$ cat config.mk
export PLATFORM = sky130hd
export DESIGN_NAME = bmp_crop_engine_flat
export DESIGN_NICKNAME = d
export VERILOG_FILES = /design/src/rtl/bmp_crop_engine_if.sv /design/src/rtl/bmp_crop_engine.sv /design/src/flat_wrapper.sv
export SDC_FILE = /design/constraint.sdc
export NUM_CORES = 1
export LEC_CHECK = 0
export ABC_CLOCK_PERIOD_IN_PS = 14100
export CORE_MARGIN = 4
export CORE_UTILIZATION = 50
export CTS_BUF_LIST = sky130_fd_sc_hd__clkbuf_16
export CTS_CLUSTER_SIZE = 20
export DETAILED_ROUTE_END_ITERATION = 8
export PLACE_DENSITY = 0.71
export SLEW_MARGIN = 40
export SYNTH_ARGS = -nofsm -noshare
export SYNTH_HDL_FRONTEND = slang
export SYNTH_SLANG_ARGS = --single-unit
export TNS_END_PERCENT = 30
$ cat constraint.sdc
create_clock -name CLOCK_50 -period 14.1 [get_ports CLOCK_50]
set_input_delay 2.82 -clock CLOCK_50 [delete_from_list [all_inputs] [get_ports CLOCK_50]]
set_output_delay 2.82 -clock CLOCK_50 [all_outputs]
set_load 0.005 [all_outputs]
$ cat src/rtl/bmp_crop_engine_if.sv
// rtl/bmp_crop_engine_if.sv - host control, source-read and dest-write signals of the BMP crop engine
interface bmp_crop_engine_if #(
   parameter int ADDR_W = 16,
   parameter int DIM_W  = 12
);
   logic              start;
   logic [DIM_W-1:0]  src_w;
   logic [DIM_W-1:0]  src_h;
   logic [DIM_W-1:0]  crop_x;
   logic [DIM_W-1:0]  crop_y;
   logic [DIM_W-1:0]  crop_w;
   logic [DIM_W-1:0]  crop_h;
   logic [ADDR_W-1:0] rd_addr;
   logic [7:0]        rd_data;
   logic              wr_en;
   logic [ADDR_W-1:0] wr_addr;
   logic [7:0]        wr_data;
   logic              busy;
   logic              done;
   logic              err;

   // host plus both RAMs, seen from outside the engine
   modport master (
      output start, src_w, src_h, crop_x, crop_y, crop_w, crop_h, rd_data,
      input  rd_addr, wr_en, wr_addr, wr_data, busy, done, err
   );

   // the crop engine itself
   modport slave (
      input  start, src_w, src_h, crop_x, crop_y, crop_w, crop_h, rd_data,
      output rd_addr, wr_en, wr_addr, wr_data, busy, done, err
   );
endinterface

$ cat src/rtl/bmp_crop_engine.sv
// rtl/bmp_crop_engine.sv - copies a W x H window of a 24-bit bottom-up BMP into a new, complete BMP
module bmp_crop_engine #(
   parameter int ADDR_W    = 16,
   parameter int DIM_W     = 12,
   parameter int BPP_BYTES = 3,
   parameter int HDR_BYTES = 54
) (
   input  logic             CLOCK_50,
   input  logic             reset,
   bmp_crop_engine_if.slave bus
);
   localparam int CW  = 32;                       // width of derived size arithmetic
   localparam int HW  = $clog2(HDR_BYTES + 1);    // header byte index
   localparam int RBW = DIM_W + 3;                // bytes-in-row counter

   typedef enum logic [2:0] {
      S_IDLE, S_CHECK, S_HDR, S_ROWS, S_PAD, S_FLUSH, S_DONE
   } state_t;

   state_t state_q, state_d;

   // parameters captured when start is accepted
   logic [DIM_W-1:0]  src_w_q, src_h_q, crop_x_q, crop_y_q, crop_w_q, crop_h_q;

   // derived sizes, valid from the CHECK cycle onwards
   logic [CW-1:0]     row_bytes_c, s_str_c, o_str_c, img_c, total_c;
   logic [ADDR_W-1:0] base0_c;
   logic              reject_c;
   logic [CW-1:0]     img_q, total_q;
   logic [ADDR_W-1:0] s_str_q;
   logic [RBW-1:0]    row_last_q;
   logic [1:0]        pad_bytes_q;

   // walk state
   logic [HW-1:0]     hdr_idx_q;
   logic [CW-1:0]     hidx_c;
   logic [RBW-1:0]    byte_cnt_q;
   logic [DIM_W-1:0]  row_cnt_q;
   logic [1:0]        pad_cnt_q;
   logic [ADDR_W-1:0] row_base_q, rd_ptr_q, out_ptr_q;
   logic              hdr_last_c, row_end_c, last_row_c, pad_end_c, accept_start_c;

   // write stage: registered alongside the read issued one cycle earlier
   logic              wr_en_q, wr_src_q, err_q;
   logic [ADDR_W-1:0] wr_addr_q;
   logic [7:0]        wr_byte_q;

   // output-decode results
   logic              issue_c, issue_src_c, busy_c, done_c;
   logic [7:0]        issue_byte_c;
   logic              patch_hit_c;
   logic [CW-1:0]     patch_field_c;

   function automatic logic [7:0] le_byte(input logic [CW-1:0] v, input logic [1:0] sel);
      case (sel)
         2'd0:    return v[7:0];
         2'd1:    return v[15:8];
         2'd2:    return v[23:16];
         default: return v[31:24];
      endcase
   endfunction

   // sizes and the acceptance test, all from the latched parameters
   always_comb begin
      row_bytes_c = CW'(crop_w_q) * CW'(BPP_BYTES);
      o_str_c     = (row_bytes_c + CW'(3)) & ~CW'(3);
      s_str_c     = ((CW'(src_w_q) * CW'(BPP_BYTES)) + CW'(3)) & ~CW'(3);
      img_c       = o_str_c * CW'(crop_h_q);
      total_c     = CW'(HDR_BYTES) + img_c;
      // bottom-up storage: output row 0 is source row src_h-crop_y-crop_h
      base0_c     = ADDR_W'(CW'(HDR_BYTES)
                    + (CW'(src_h_q) - CW'(crop_y_q) - CW'(crop_h_q)) * s_str_c
                    + CW'(crop_x_q) * CW'(BPP_BYTES));
      reject_c    = (crop_w_q == '0) || (crop_h_q == '0)
                    || (({1'b0, crop_x_q} + {1'b0, crop_w_q}) > {1'b0, src_w_q})
                    || (({1'b0, crop_y_q} + {1'b0, crop_h_q}) > {1'b0, src_h_q})
                    || (total_c > (CW'(1) << ADDR_W));
   end

   // loop-termination flags
   always_comb begin
      hidx_c         = CW'(hdr_idx_q);
      hdr_last_c     = (hidx_c == CW'(HDR_BYTES - 1));
      row_end_c      = (byte_cnt_q == row_last_q);
      last_row_c     = (row_cnt_q == crop_h_q - 1'b1);
      pad_end_c      = (pad_cnt_q == pad_bytes_q - 2'd1);
      accept_start_c = bus.start && ((state_q == S_IDLE) || (state_q == S_DONE));
   end

   // state register
   always_ff @(posedge CLOCK_50) begin
      if (reset) state_q <= S_IDLE;
      else       state_q <= state_d;
   end

   // next-state decode
   always_comb begin
      state_d = state_q;
      case (state_q)
         S_IDLE:  if (bus.start) state_d = S_CHECK;
         S_CHECK: state_d = reject_c ? S_IDLE : S_HDR;
         S_HDR:   if (hdr_last_c) state_d = S_ROWS;
         S_ROWS: begin
            if (row_end_c) begin
               if (pad_bytes_q != 2'd0) state_d = S_PAD;
               else if (last_row_c)     state_d = S_FLUSH;
               else                     state_d = S_ROWS;
            end
         end
         S_PAD:   if (pad_end_c) state_d = last_row_c ? S_FLUSH : S_ROWS;
         S_FLUSH: state_d = S_DONE;
         S_DONE:  if (bus.start) state_d = S_CHECK;
         default: state_d = S_IDLE;
      endcase
   end

   // output decode: what the byte issued this cycle will become, plus status
   always_comb begin
      issue_c       = 1'b0;
      issue_src_c   = 1'b0;
      issue_byte_c  = 8'h00;
      patch_hit_c   = 1'b0;
      patch_field_c = '0;
      busy_c        = (state_q != S_IDLE) && (state_q != S_DONE);
      done_c        = (state_q == S_DONE);
      case (state_q)
         S_HDR: begin
            issue_c = 1'b1;
            if (hidx_c >= 2 && hidx_c <= 5) begin
               patch_hit_c = 1'b1; patch_field_c = total_q;
            end else if (hidx_c >= 18 && hidx_c <= 21) begin
               patch_hit_c = 1'b1; patch_field_c = CW'(crop_w_q);
            end else if (hidx_c >= 22 && hidx_c <= 25) begin
               patch_hit_c = 1'b1; patch_field_c = CW'(crop_h_q);
            end else if (hidx_c >= 34 && hidx_c <= 37) begin
               patch_hit_c = 1'b1; patch_field_c = img_q;
            end
            issue_src_c = !patch_hit_c;
            // every patched field starts at an offset that is 2 mod 4
            if (patch_hit_c) issue_byte_c = le_byte(patch_field_c, hdr_idx_q[1:0] - 2'd2);
         end
         S_ROWS:  begin issue_c = 1'b1; issue_src_c = 1'b1; end
         S_PAD:   issue_c = 1'b1;
         default: issue_c = 1'b0;
      endcase
   end

   // datapath: parameter capture, address walk and the write stage
   always_ff @(posedge CLOCK_50) begin
      if (reset) begin
         src_w_q <= '0; src_h_q <= '0; crop_x_q <= '0;
         crop_y_q <= '0; crop_w_q <= '0; crop_h_q <= '0;
         img_q <= '0; total_q <= '0; s_str_q <= '0; row_last_q <= '0; pad_bytes_q <= '0;
         hdr_idx_q <= '0; byte_cnt_q <= '0; row_cnt_q <= '0; pad_cnt_q <= '0;
         row_base_q <= '0; rd_ptr_q <= '0; out_ptr_q <= '0;
         wr_en_q <= 1'b0; wr_src_q <= 1'b0; wr_addr_q <= '0; wr_byte_q <= '0; err_q <= 1'b0;
      end else begin
         err_q   <= 1'b0;
         wr_en_q <= issue_c;
         if (issue_c) begin
            wr_addr_q <= out_ptr_q;
            out_ptr_q <= out_ptr_q + 1'b1;
            wr_src_q  <= issue_src_c;
            wr_byte_q <= issue_byte_c;
         end
         if (accept_start_c) begin
            src_w_q  <= bus.src_w;  src_h_q  <= bus.src_h;
            crop_x_q <= bus.crop_x; crop_y_q <= bus.crop_y;
            crop_w_q <= bus.crop_w; crop_h_q <= bus.crop_h;
         end
         case (state_q)
            S_CHECK: begin
               err_q       <= reject_c;
               img_q       <= img_c;
               total_q     <= total_c;
               s_str_q     <= ADDR_W'(s_str_c);
               row_last_q  <= RBW'(row_bytes_c - CW'(1));
               pad_bytes_q <= 2'(o_str_c - row_bytes_c);
               row_base_q  <= base0_c;
               rd_ptr_q    <= '0;
               out_ptr_q   <= '0;
               hdr_idx_q   <= '0;
               byte_cnt_q  <= '0;
               row_cnt_q   <= '0;
               pad_cnt_q   <= '0;
            end
            S_HDR: begin
               hdr_idx_q <= hdr_idx_q + 1'b1;
               rd_ptr_q  <= hdr_last_c ? row_base_q : rd_ptr_q + 1'b1;
            end
            S_ROWS: begin
               if (row_end_c) begin
                  byte_cnt_q <= '0;
                  row_base_q <= row_base_q + s_str_q;
                  rd_ptr_q   <= row_base_q + s_str_q;
                  if (pad_bytes_q == 2'd0) row_cnt_q <= row_cnt_q + 1'b1;
               end else begin
                  byte_cnt_q <= byte_cnt_q + 1'b1;
                  rd_ptr_q   <= rd_ptr_q + 1'b1;
               end
            end
            S_PAD: begin
               if (pad_end_c) begin
                  pad_cnt_q <= '0;
                  row_cnt_q <= row_cnt_q + 1'b1;
               end else begin
                  pad_cnt_q <= pad_cnt_q + 1'b1;
               end
            end
            default: ;
         endcase
      end
   end

   assign bus.rd_addr = rd_ptr_q;
   assign bus.wr_en   = wr_en_q;
   assign bus.wr_addr = wr_addr_q;
   assign bus.wr_data = !wr_en_q ? 8'h00 : (wr_src_q ? bus.rd_data : wr_byte_q);
   assign bus.busy    = busy_c;
   assign bus.done    = done_c;
   assign bus.err     = err_q;
endmodule

$ cat src/flat_wrapper.sv
// flat-port wrapper written by rule: the top's interface ports become plain ports
module bmp_crop_engine_flat 
#(
   parameter int ADDR_W    = 16,
   parameter int DIM_W     = 12,
   parameter int BPP_BYTES = 3,
   parameter int HDR_BYTES = 54
)
  (CLOCK_50, reset, bus_start, bus_src_w, bus_src_h, bus_crop_x, bus_crop_y, bus_crop_w, bus_crop_h, bus_rd_data, bus_rd_addr, bus_wr_en, bus_wr_addr, bus_wr_data, bus_busy, bus_done, bus_err);
  bmp_crop_engine_if #(.ADDR_W(ADDR_W), .DIM_W(DIM_W)) bus_i ();
  input  logic CLOCK_50;
  input  logic reset;
  input wire logic [$bits(bus_i.start)-1:0] bus_start;
  input wire logic [$bits(bus_i.src_w)-1:0] bus_src_w;
  input wire logic [$bits(bus_i.src_h)-1:0] bus_src_h;
  input wire logic [$bits(bus_i.crop_x)-1:0] bus_crop_x;
  input wire logic [$bits(bus_i.crop_y)-1:0] bus_crop_y;
  input wire logic [$bits(bus_i.crop_w)-1:0] bus_crop_w;
  input wire logic [$bits(bus_i.crop_h)-1:0] bus_crop_h;
  input wire logic [$bits(bus_i.rd_data)-1:0] bus_rd_data;
  output wire logic [$bits(bus_i.rd_addr)-1:0] bus_rd_addr;
  output wire logic [$bits(bus_i.wr_en)-1:0] bus_wr_en;
  output wire logic [$bits(bus_i.wr_addr)-1:0] bus_wr_addr;
  output wire logic [$bits(bus_i.wr_data)-1:0] bus_wr_data;
  output wire logic [$bits(bus_i.busy)-1:0] bus_busy;
  output wire logic [$bits(bus_i.done)-1:0] bus_done;
  output wire logic [$bits(bus_i.err)-1:0] bus_err;
  assign bus_i.start = bus_start;
  assign bus_i.src_w = bus_src_w;
  assign bus_i.src_h = bus_src_h;
  assign bus_i.crop_x = bus_crop_x;
  assign bus_i.crop_y = bus_crop_y;
  assign bus_i.crop_w = bus_crop_w;
  assign bus_i.crop_h = bus_crop_h;
  assign bus_i.rd_data = bus_rd_data;
  assign bus_rd_addr = bus_i.rd_addr;
  assign bus_wr_en = bus_i.wr_en;
  assign bus_wr_addr = bus_i.wr_addr;
  assign bus_wr_data = bus_i.wr_data;
  assign bus_busy = bus_i.busy;
  assign bus_done = bus_i.done;
  assign bus_err = bus_i.err;
  bmp_crop_engine #(.ADDR_W(ADDR_W), .DIM_W(DIM_W), .BPP_BYTES(BPP_BYTES), .HDR_BYTES(HDR_BYTES)) u_core (.CLOCK_50(CLOCK_50), .reset(reset), .bus(bus_i));
endmodule
# --- Word level (Yosys, flattened, before mapping) ---
# Cells that the tools add are included.
# Widths: inputs -> output; s select.
op_classes:
  eq_ne: 18
  muxes: 38
  mul: 5
  n_reduce_logical: 31
  n_lt_le_gt_ge: 11
  bitwise: 1
  n_addsub: 21
ops:
  columns: ["cell", "n"]
  rows:
  - ["$mux 32", 4]
  - ["$mux 16", 3]
  - ["$pmux 16 s3", 1]
  - ["$mul 12x2->14 const B", 3]
  - ["$mux 12", 3]
  - ["$pmux 12 s3", 1]
  - ["$add 16x1->16 const B", 2]
  - ["$add 6x32->32 const A", 1]
  - ["$gt 32x17->1 const B", 1]
  - ["$mul 32x30->14", 1]
  - ["$mux 8", 4]
  - ["$pmux 16 s2", 1]
  - ["$sub 32x12->32", 1]
  - ["$add 14x2->15 const B", 2]
  - ["$pmux 15 s2", 1]
  - ["$add 12x12->13", 2]
  - ["$gt 13x12->1", 2]
  - ["$mul 13x12->25", 1]
  - ["$logic_not 12->1", 2]
  - ["$pmux 8 s3", 1]
  - ["$mux 3", 6]
  - ["$pmux 3 s6", 1]
  - ["$add 16x14->16", 1]
  - ["$add 16x16->16", 1]
  - ["other kinds (46)", 79]
totals:
  elab_cells: 149
  reg_bits: 278
  out_inout_bits: 44
  input_bits: 83

# --- Depth between registers and ports, before layout ---
depth:
  depth_word: 9
  depth_mapped: 44
  mapped_depth_nobuf: 44

# --- Least setup slack after synthesis ---
# No wires, ideal clock.
synth_timing:
  path_kind: "reg2reg"
  start: "reg u_core.src_h_q[0]"
  end: "reg u_core.row_base_q[15]"
  synth_period_minus_slack_ns: 9.251
  path_stages_with_launch: 44
  n_path_buf: 0
  required_ns: 14.014
  slack_ns: 4.849
  arrival_time_ns: 9.164
  setup_time_ns: 0.086
  cell_sequence: "dfxtp_1 > inv_1 > ha_1 > inv_1 > fa_1 > nand2_1 > nand2_1 > a21o_1 > a21oi_1 > inv_1 > a21oi_1 > xnor2_1 > ha_1 > or2_2 > o31a_1 > and3_1 > nor2_1 > nand2_1 > (+8 left out) > ha_1 > nand2_1 > o21ai_1 > nor2_1 > xor2_1 > fa_1 > inv_1 > ha_1 > ha_1 > and3_1 > a211oi_1 > o21bai_1 > a21oi_1 > xnor2_1 > xnor2_1 > xnor2_1 > xnor3_1 > a221oi_2"
synth_between:
  elab_chain_cells: 6
synth_lines:
  columns: ["element", "line_no", "text"]
  rows:
  - ["from (decl)", "bmp_crop_engine.sv:23", "logic [DIM_W-1:0] src_w_q, src_h_q, crop_x_q, crop_y_q, crop_w_q, crop_h_q;"]
  - ["from (signal assigned)", "bmp_crop_engine.sv:167", "src_w_q <= bus.src_w; src_h_q <= bus.src_h;"]
  - ["$sub 12x12->13", "bmp_crop_engine.sv:72", "+ (CW'(src_h_q) - CW'(crop_y_q) - CW'(crop_h_q)) * s_str_c"]
  - ["$sub 32x12->32", "bmp_crop_engine.sv:72", null]
  - ["$mul 32x30->14", "bmp_crop_engine.sv:72", null]
  - ["$add 6x16->16", "bmp_crop_engine.sv:72", null]
  - ["$add 16x14->16", "bmp_crop_engine.sv:73", "+ CW'(crop_x_q) * CW'(BPP_BYTES));"]
  - ["$pmux 16 s2", "bmp_crop_engine.sv:171", "case (state_q)"]
  - ["to (signal assigned)", "bmp_crop_engine.sv:179", "row_base_q <= base0_c;"]
  - ["to (signal assigned)", "bmp_crop_engine.sv:194", "row_base_q <= row_base_q + s_str_q;"]
  - ["to (decl)", "bmp_crop_engine.sv:40", "logic [ADDR_W-1:0] row_base_q, rd_ptr_q, out_ptr_q;"]
# No other way between the ends.
# A chain may end at the register's enable or synchronous reset.

# --- Worst setup path in the final report ---
layout_timing:
  start: "reg u_core.crop_y_q[1]"
  end: "reg u_core.row_base_q[15]"
layout_between:
  elab_chain_cells: 6
layout_lines:
  columns: ["element", "line_no", "text"]
  rows:
  - ["from (decl)", "bmp_crop_engine.sv:23", null]
  - ["from (signal assigned)", "bmp_crop_engine.sv:168", "crop_x_q <= bus.crop_x; crop_y_q <= bus.crop_y;"]
  - ["$sub 12x12->13", "bmp_crop_engine.sv:72", null]
  - ["$sub 32x12->32", "bmp_crop_engine.sv:72", null]
  - ["$mul 32x30->14", "bmp_crop_engine.sv:72", null]
  - ["$add 6x16->16", "bmp_crop_engine.sv:72", null]
  - ["$add 16x14->16", "bmp_crop_engine.sv:73", null]
  - ["$pmux 16 s2", "bmp_crop_engine.sv:171", null]
# No other way between the ends.

==> summary.txt <==
Result of the run = complete, no violations
Drt drc = 0
Capture endpoint of the worst hold path = u_core.bus.wr_addr[11]
Post-synthesis sequential area ratio = 20.59%
Slowest Stage Delay on Critical Path = 0.53 ns
Worst-case clock skew = 0.02071 ns
Number of clock sinks = 266
Placed wire-length estimate = 52.75 mm
CP required = 14.60 ns
RSZ-0062 raised after global routing = no
Count of buffering cells on the critical path with inverters included = 5
Async S/R FF share, synth = 0%
Launch instance of the worst min-delay path = u_core.bus.wr_addr[11]
Leading register cell type out of synthesis = sky130_fd_sc_hd__dfxtp_1
Total of cells resized after clock tree synthesis = 0
Setup total negative slack = 0 ns
Area of the die = 55,440 um2
Pwr Density = 230.0 nW/um2
Max Fclk = 100.4 MHz
Final worst-path cycle share = 70.67%
Maximum Capacitance Violations = 0
Endpoint of the lowest-slack register-to-register path = u_core.row_base_q[15]
Routed wire length per instance = 17.22 um
Total congestion overflow = 0
Worst Reg-to-Reg Cells = 40
Number of antenna violations at the first check in global routing = 1
Number of detailed-route iterations in the first pass = 8
Synth top area share = 20.59%
Flops & latches, synth = 266
Mapped Area = 25,870 um2
Relative area change from synthesis to final layout = 11.69%
Mean number of vias per cell = 5.555
Critical path endpoint category = register
Net count reported at finish = 3,865
Post-CTS setup repair buffer count = 0
Final slew viol count = 0
Worst setup slack before clock tree synthesis = 4.149 ns
IO Pins = 127
EDFF count, synth = 0
Number of instances in the synthesized netlist = 3,293
Per-instance average area after synthesis = 7.855 um2
Post-detailed-routing wire length = 69.57 mm
Initial cell density of the core = 50.42%
Data arrival time of the critical path = 10.47 ns
R2R Setup Slk = 4.14 ns
Overall fraction of global-route tracks in use = 24.48%
Syn Nets = 3,824
Number of hold-repair buffers added at the cts stage = 0
Least-Margin Pin Slew = 0.8503 ns
Maximum number of pins on one net before global-route repair = 97
Routed vias = 22,440
Commonest cells after routing, fill and taps aside = sky130_fd_sc_hd__nand2_1 (495), sky130_fd_sc_hd__inv_1 (368), sky130_fd_sc_hd__a21oi_1 (306)
Clock slew seen by the registers of the worst setup and hold paths = 0.06 ns
Die height = 235.5 um
Worst path setup slack after routing = 4.136 ns
Post-route minimum period = 9.964 ns
Most common cell type on the critical path = sky130_fd_sc_hd__fa_1
Final setup vio count = 0
Root buf cell = sky130_fd_sc_hd__clkbuf_16
Remaining max-slew budget at the tightest pin = 42.88%
Total chip power = 6.646 mW
Clock Tree Buf Depth = 3
WHS Path Cells = 2
Static power due to leakage = 12.61 nW
Top area cells in the synthesized netlist = sky130_fd_sc_hd__dfxtp_1 (21%), sky130_fd_sc_hd__fa_1 (14%), sky130_fd_sc_hd__ha_1 (13%), sky130_fd_sc_hd__nand2_1 (7.2%), sky130_fd_sc_hd__a21oi_1 (5.9%)
Number of DRC markers in iteration 0 = 1,503
Core region area = 51,300 um2
Worst path top cell family by delay = adder cells
Weighted congestion at the end of routability-driven global placement = 0.9444
Vias in the first global route = 22,050
Post-route antenna net violation count = 0
Final antenna diode count = 0
Yosys warns = 0
Latest clock arrival within the worst-skew pair = 0.61 ns
Class of the most critical hold timing path = reg -> reg
Fin. Hold Viols = 0
Dominant cell type by area after synthesis = sky130_fd_sc_hd__dfxtp_1
Slowest cell on the critical path = sky130_fd_sc_hd__fa_1
First-pass GRT wire length = 113.3 mm
Layout cell share with drive strength beyond 1 = 4.317%
Unique cell type count in the Yosys netlist = 84
Number of buffers created by CTS = 31
Peak fanout along the critical path = 6
Critical path class = reg -> reg
Port-buffer cells = 126
CP startpoint kind = register
Width of the die = 235.5 um
Std cell rows = 83
Most common library cell in the layout ignoring fill and taps = sky130_fd_sc_hd__nand2_1
CTS tree = done
Startpoint of the worst-slack reg-to-reg timing path = u_core.crop_y_q[1]
Maximum vdd ir drop = 0.3506 mV
Level count of the clock H-tree = 1
[per-layer routing]
metal | track usage, % | wire [um] | vias up
met2 | 43.35 | 33990 | 517
met1 | 30.55 | 29170 | 10750
met3 | 3.421 | 3662 | 149
li1 | - | - | 11020
met4 | 8.649 | 2737 | 2
met5 | 0 | 11 | -
[final cells by class]
cell class | count | area (um2)
fill | 4799 | 22410
multi-input combinational | 2503 | 18690
sequential | 266 | 5326
timing repair buffer | 165 | 1590
inverter | 367 | 1378
tap | 680 | 850.8
clock buffer | 31 | 775.7
clock inverter | 27 | 280.3
[logic make-up after synthesis]
group                    count (synthesis)  share of synthesized area (%)
AND/OR/NAND/NOR                       1145                          20.31
adder cells (fa/ha/maj)                448                          27.04
XOR/XNOR                               213                          7.449
buffers and inverters                  524                          7.633
flip-flops                             266                          20.59
multiplexers                            23                         0.9238
AO/OA/AOI/OAI                          674                          16.06
[cells in the mapped netlist, types with 44 or more instances]
cell type                  count
sky130_fd_sc_hd__a211oi_1     44
sky130_fd_sc_hd__xor2_1       69
sky130_fd_sc_hd__inv_1       364
sky130_fd_sc_hd__nand3_1      46
sky130_fd_sc_hd__and2_1       79
sky130_fd_sc_hd__nand2_1     497
sky130_fd_sc_hd__a21oi_1     307
sky130_fd_sc_hd__o21ai_0      94
sky130_fd_sc_hd__xnor2_1     139
sky130_fd_sc_hd__nor3_1       52
sky130_fd_sc_hd__nor2_1      261
sky130_fd_sc_hd__fa_1        185
sky130_fd_sc_hd__dfxtp_1     266
sky130_fd_sc_hd__clkbuf_1    146
sky130_fd_sc_hd__nor2b_1      44
sky130_fd_sc_hd__ha_1        263
[state kept, by name, summed over array words and instances (netlist names), 6 cells and up]
name and flops:
u_core.out_ptr_q 16, u_core.bus.wr_addr 16, u_core.row_cnt_q 12, u_core.wr_byte_q 8, u_core.s_str_q 12, u_core.crop_w_q 12, u_core.bus.rd_addr 16, u_core.row_last_q 15
u_core.img_q 25, u_core.src_h_q 12, u_core.crop_h_q 12, u_core.hdr_idx_q 6, u_core.row_base_q 16, u_core.crop_x_q 12, u_core.byte_cnt_q 15, u_core.total_q 27
u_core.src_w_q 12, u_core.crop_y_q 12
[metrics by stage]
step,area [um2],util (%),cells,hold slack [ns]
final,28890,56.32,4039,0.4482
after global routing,28890,56.32,4039,0.4656
after CTS,28830,56.20,4037,0.4504
after detailed placement,27780,54.14,3979,0.4445
after global placement,27710,54.01,3979,0.4376
after floorplan,25870,-,3293,0.4313
[how the worst max path moves through the flow]
stage	startpoint	endpoint	slack, ns	depth (start not counted)
floorplan	u_core.src_h_q[0]	u_core.row_base_q[15]	4.85	43
global placement	u_core.crop_y_q[1]	u_core.row_base_q[15]	4.30	39
detailed placement	u_core.crop_y_q[1]	u_core.row_base_q[15]	4.15	40
CTS	u_core.crop_y_q[1]	u_core.row_base_q[15]	4.10	40
global route	u_core.crop_y_q[1]	u_core.row_base_q[15]	3.45	40
finish	u_core.crop_y_q[1]	u_core.row_base_q[15]	4.14	40
[where the power goes]
group | internal, mW | leakage (nW) | switching, mW | total, mW
Clock | 0.494 | 0.535 | 0.349 | 0.843
Combinational | 2.11 | 9.91 | 2.76 | 4.87
Sequential | 0.843 | 2.17 | 0.0902 | 0.933
[worst register-to-register path: cells and delay by family (launching register included)]
kind | cells | cell delay, ns
adders and majority gates | 11 | 4.46
AOI/OAI and AO/OA | 10 | 1.90
xor gates and xnor gates | 7 | 1.71
and+or+nand+nor | 7 | 1.07
DFF | 1 | 0.40
buffers and inverters | 5 | 0.31
Note: power is estimated with default switching activity, not from simulation.
